===== src/rtl/stream_demux4.sv =====
// One-to-four registered stream demux; one holding register per port so a stalled port never blocks the others.
// Latency 1 cycle to the port; in_ready is combinational from in_sel/out_ready; per-port saturating drain counters.
module stream_demux4 #(
  parameter int WIDTH = 64,
  parameter int CNT_W = 8
) (
  input  logic                 clk,
  input  logic                 reset,
  input  logic                 in_valid,
  output logic                 in_ready,
  input  logic [WIDTH-1:0]     in_data,
  input  logic [1:0]           in_sel,
  output logic [3:0]           out_valid,
  input  logic [3:0]           out_ready,
  output logic [4*WIDTH-1:0]   out_data,
  output logic [4*CNT_W-1:0]   out_count,
  input  logic                 clr_count
);

  localparam logic [CNT_W-1:0] CNT_MAX = {CNT_W{1'b1}};

  logic [3:0]       r_hold_valid;
  logic [WIDTH-1:0] r_hold_data [4];
  logic [CNT_W-1:0] r_count [4];

  logic [3:0] w_drain;
  logic [3:0] w_load;
  logic       w_xfer;

  assign w_drain = r_hold_valid & out_ready;

  // A full port may still accept when its consumer is taking the old word this cycle.
  assign in_ready = ~r_hold_valid[in_sel] | out_ready[in_sel];
  assign w_xfer   = in_valid & in_ready;

  always_comb begin
    w_load         = '0;
    w_load[in_sel] = w_xfer;
  end

  assign out_valid = r_hold_valid;

  for (genvar g = 0; g < 4; g++) begin : g_port
    assign out_data[g*WIDTH +: WIDTH]  = r_hold_data[g];
    assign out_count[g*CNT_W +: CNT_W] = r_count[g];

    always_ff @(posedge clk) begin
      if (!reset) begin
        r_hold_valid[g] <= 1'b0;
        r_hold_data[g]  <= '0;
      end else if (w_load[g]) begin
        r_hold_valid[g] <= 1'b1;
        r_hold_data[g]  <= in_data;
      end else if (w_drain[g]) begin
        r_hold_valid[g] <= 1'b0;
      end
    end

    always_ff @(posedge clk) begin
      if (!reset || clr_count) begin
        r_count[g] <= '0;
      end else if (w_drain[g] && (r_count[g] != CNT_MAX)) begin
        r_count[g] <= r_count[g] + CNT_W'(1);
      end
    end
  end

endmodule


===== config.mk =====
export PLATFORM = sky130hd
export DESIGN_NAME = stream_demux4
export DESIGN_NICKNAME = d
export VERILOG_FILES = /design/src/rtl/stream_demux4.sv
export SDC_FILE = /design/constraint.sdc
export NUM_CORES = 1
export LEC_CHECK = 0
export BUFFER_PORTS_ARGS = -buffer_cell sky130_fd_sc_hd__buf_4
export CAP_MARGIN = 30
export CORE_MARGIN = 8
export CORE_UTILIZATION = 51
export DETAILED_ROUTE_END_ITERATION = 16
export GPL_ROUTABILITY_DRIVEN = 0
export GPL_TIMING_DRIVEN = 0
export PLACE_DENSITY = 0.79
export SYNTH_ARGS = -nofsm -noshare
export SYNTH_HDL_FRONTEND = slang
export SYNTH_SLANG_ARGS = --single-unit

===== constraint.sdc =====
create_clock -name clk -period 10.38 [get_ports clk]
set_clock_uncertainty 0.1 [all_clocks]
set_input_delay 2.076 -clock clk [delete_from_list [all_inputs] [get_ports clk]]
set_output_delay 2.076 -clock clk [all_outputs]
set_load 0.02 [all_outputs]

==> impl_table.tex <==
\begin{tabular}{lr}
\hline
Metric & Value \\
\hline
\multicolumn{2}{l}{\textbf{Outcome}} \\
Status & finished clean \\
\multicolumn{2}{l}{\textbf{Timing}} \\
Slew Limit Headroom & 0.5080 \\
Transition time at the pin with the least slew margin & 737.9 ps \\
Number of setup violations in the final report & 0 \\
Number of endpoints with negative hold slack in the final report & 0 \\
Hold Worst Slack & 544.8 ps \\
Unrepaired setup endpoints after global routing & no \\
Fmax & 0.1890 GHz \\
Final period demand of the worst path & 5291 ps \\
Final slew viol count & 0 \\
Final period utilization & 0.5097 \\
\multicolumn{2}{l}{\textbf{Yosys}} \\
Yosys warning count & 0 \\
EDFF count, synth & 288 \\
Netlist area before placement & 0.01145 sq mm \\
Number of unique standard cell types used by synthesis & 31 \\
Net count of the mapped netlist & 797 \\
Primary FF master, synth & edfxtp\_1 \\
Sequential cell area fraction in the yosys report & 0.7622 \\
Average size of a mapped cell & 15.93 sq um \\
Post-Synthesis Cells & 719 \\
Proportion of register bits with asynchronous set or reset after synthesis & 0 \\
\#FFs+latches synth & 292 \\
\multicolumn{2}{l}{\textbf{Power and ir drop}} \\
Worst ir drop on vdd & 0.2141 mV \\
Leakage dissipation & 6.798 nW \\
Total power & 2.667 mW \\
Cell Pwr Density & 168.6 mW/mm\^{}2 \\
\multicolumn{2}{l}{\textbf{Route}} \\
Average wire per cell in the routed design & 22.48 um \\
Length of routed met2 wiring & 16560 um \\
1st-iter DRT viols & 472 \\
Vias per Instance & 5.102 \\
Router iterations before antenna repair & 4 \\
Total Routed Length & 32690 um \\
Number of nets still failing antenna checks after routing & 0 \\
Detailed-route wire length on metal 1 & 12440 um \\
DRC violations left & 0 \\
Total length of routed met3 wires & 2891 um \\
Total number of vias & 7419 \\
Top Metal Used & met4 \\
\multicolumn{2}{l}{\textbf{Global route}} \\
First-pass GRT wire length & 49010 um \\
Global-route usage over all layers & 0.2302 \\
Number of antenna violations at the first check in global routing & 1 \\
Via count of the first global-routing pass & 7695 \\
Global route total overflow & 0 \\
Maximum number of pins on one net before global-route repair & 18 \\
\multicolumn{2}{l}{\textbf{Clock tree}} \\
Post-cts repair resize count & 0 \\
Hold-fix buffers at CTS & 0 \\
Clock root cell & clkbuf\_16 \\
Buffers inserted by post-CTS timing repair & 0 \\
CTS Buffer Depth & 3 \\
CTS tree & built \\
Maximum level of the CTS H-tree & 1 \\
Later-pin clock latency in the skew report & 540 ps \\
Number of buffers created by CTS & 29 \\
Clock input transition at the sequential cells of the worst setup and hold paths & 60 ps \\
Number of sinks on the clock net & 292 \\
\multicolumn{2}{l}{\textbf{Setup path}} \\
Maximum fanout along the worst path & 4 \\
Crit path required time & 8200 ps \\
Startpoint type of the worst setup path & input pin \\
Critical setup path kind & input pin to output port \\
Crit path DAT & 3110 ps \\
Kind of end point of the critical path & output port \\
Number of cells traversed by the worst register-to-register path & 7 \\
\multicolumn{2}{l}{\textbf{Floorplanning}} \\
Num rows & 55 \\
I/O pin count & 367 \\
Core Area & 0.02237 sq mm \\
Die span in x & 165.9 um \\
Overall die height & 165.9 um \\
Initial Util & 0.5121 \\
Die area & 0.02751 sq mm \\
\multicolumn{2}{l}{\textbf{Cells and area}} \\
Highest-count cells in the layout ignoring fill and taps & buf\_4, edfxtp\_1, and2\_1 \\
Nets & 1227 \\
Share of layout cells above drive strength 1 & 0.4092 \\
Count of placed standard cells in the final layout, fillers left out & 1454 \\
Most common cell after layout, fill and taps aside & buf\_4 \\
Area grow syn2layout & 38.09\% \\
\multicolumn{2}{l}{\textbf{Placed design}} \\
Buffers on Ports & 365 \\
Placed Cells incl. Taps & 1403 \\
DP Wirelength & 24850 um \\
\multicolumn{2}{l}{\textbf{Worst hold path}} \\
Class of the tightest hold or removal check & register to register \\
Hold Path Depth & 1 \\
\multicolumn{2}{l}{\textbf{Run}} \\
Maximum Capacitance Violations & 0 \\
\hline
\end{tabular}
-- final cells by class --
cell class / instances / area (sq um)
clock inverters: 17 / 167.7
clock buffers: 33 / 740.7
multi-input cells: 386 / 2462
fillers: 1454 / 6551
flip-flops and latches: 292 / 8728
inverters: 11 / 41.29
diodes: 1 / 2.502
repair buffers: 399 / 3058
plain buffers: 30 / 256.5
well taps: 285 / 356.6
-- synth_stat cells, types with 5 or more instances --
| library cell | n | area (sq um) |
|---|---|---|
| o21ai_0 | 12 | 60.06 |
| nand4_1 | 7 | 43.79 |
| or3_1 | 11 | 68.82 |
| and2_1 | 257 | 1608 |
| buf_2 | 7 | 35.03 |
| buf_6 | 17 | 191.4 |
| xor2_1 | 5 | 43.79 |
| a21oi_1 | 12 | 60.06 |
| nor2b_1 | 5 | 31.28 |
| inv_1 | 9 | 33.78 |
| edfxtp_1 | 288 | 8648 |
| nor2_1 | 20 | 75.07 |
| nand2_1 | 11 | 41.29 |
| xnor2_1 | 7 | 61.31 |
| nand3_1 | 12 | 60.06 |
-- final timing paths --
kind	from	end	slack (ps)
max	out_ready[1]	in_ready	5090
min	r_count[1][0]	r_count[1][0]	540
max reg2reg	out_valid[1]	r_hold_data[1][3]	7860
min reg2reg	r_count[1][0]	r_count[1][0]	540
-- registers in the layout, indices dropped and copies added, names as in the netlist --
| name | flops |
|---|---|
| r_hold_data | 256 |
| r_count | 32 |
| out_valid | 4 |
-- worst max-delay path: stages --
cell,delay (ps)
buf_4,120
nor2b_1,390
mux4_2,330
inv_1,40
buf_4,150
-- cell families after synthesis --
logic type,share of synthesized area
and+or+nand+nor,0.1747
DFF,0.7622
buffers and inverters,0.02600
AOI/OAI and AO/OA,0.02163
xor gates and xnor gates,0.009177
adders and majority gates,0.004370
muxes,0.001966
-- layer usage --
layer / up-vias / track usage
met5: - / 0
met4: 0 / 0.06759
met3: 51 / 0.07345
met2: 322 / 0.4027
met1: 3613 / 0.2676
li1: 3433 / -
-- per-stage QoR --
| step | setup slack, ps | TNS, ps | cell area (sq um) | utilization |
|---|---|---|---|---|
| 2_1_floorplan | 932.1 | 0 | 11450 | - |
| 3_3_place_gp | -4037 | -786560 | 14550 | 0.6505 |
| 3_5_place_dp | 5082 | 0 | 14900 | 0.6664 |
| 4_1_cts | 5075 | 0 | 15810 | 0.7070 |
| 5_1_grt | 5049 | 0 | 15810 | 0.7071 |
| 6_report | 5089 | 0 | 15810 | 0.7071 |
-- report_power, final --
group | internal, mW | total [mW] | leakage, nW | switching (mW)
sequential | 1.35 | 1.38 | 3.14 | 0.0235
combinational | 0.112 | 0.279 | 3.21 | 0.166
clock | 0.584 | 1.01 | 0.443 | 0.430
total | 2.05 | 2.67 | 6.80 | 0.619
(Power assumes the default switching activity.)
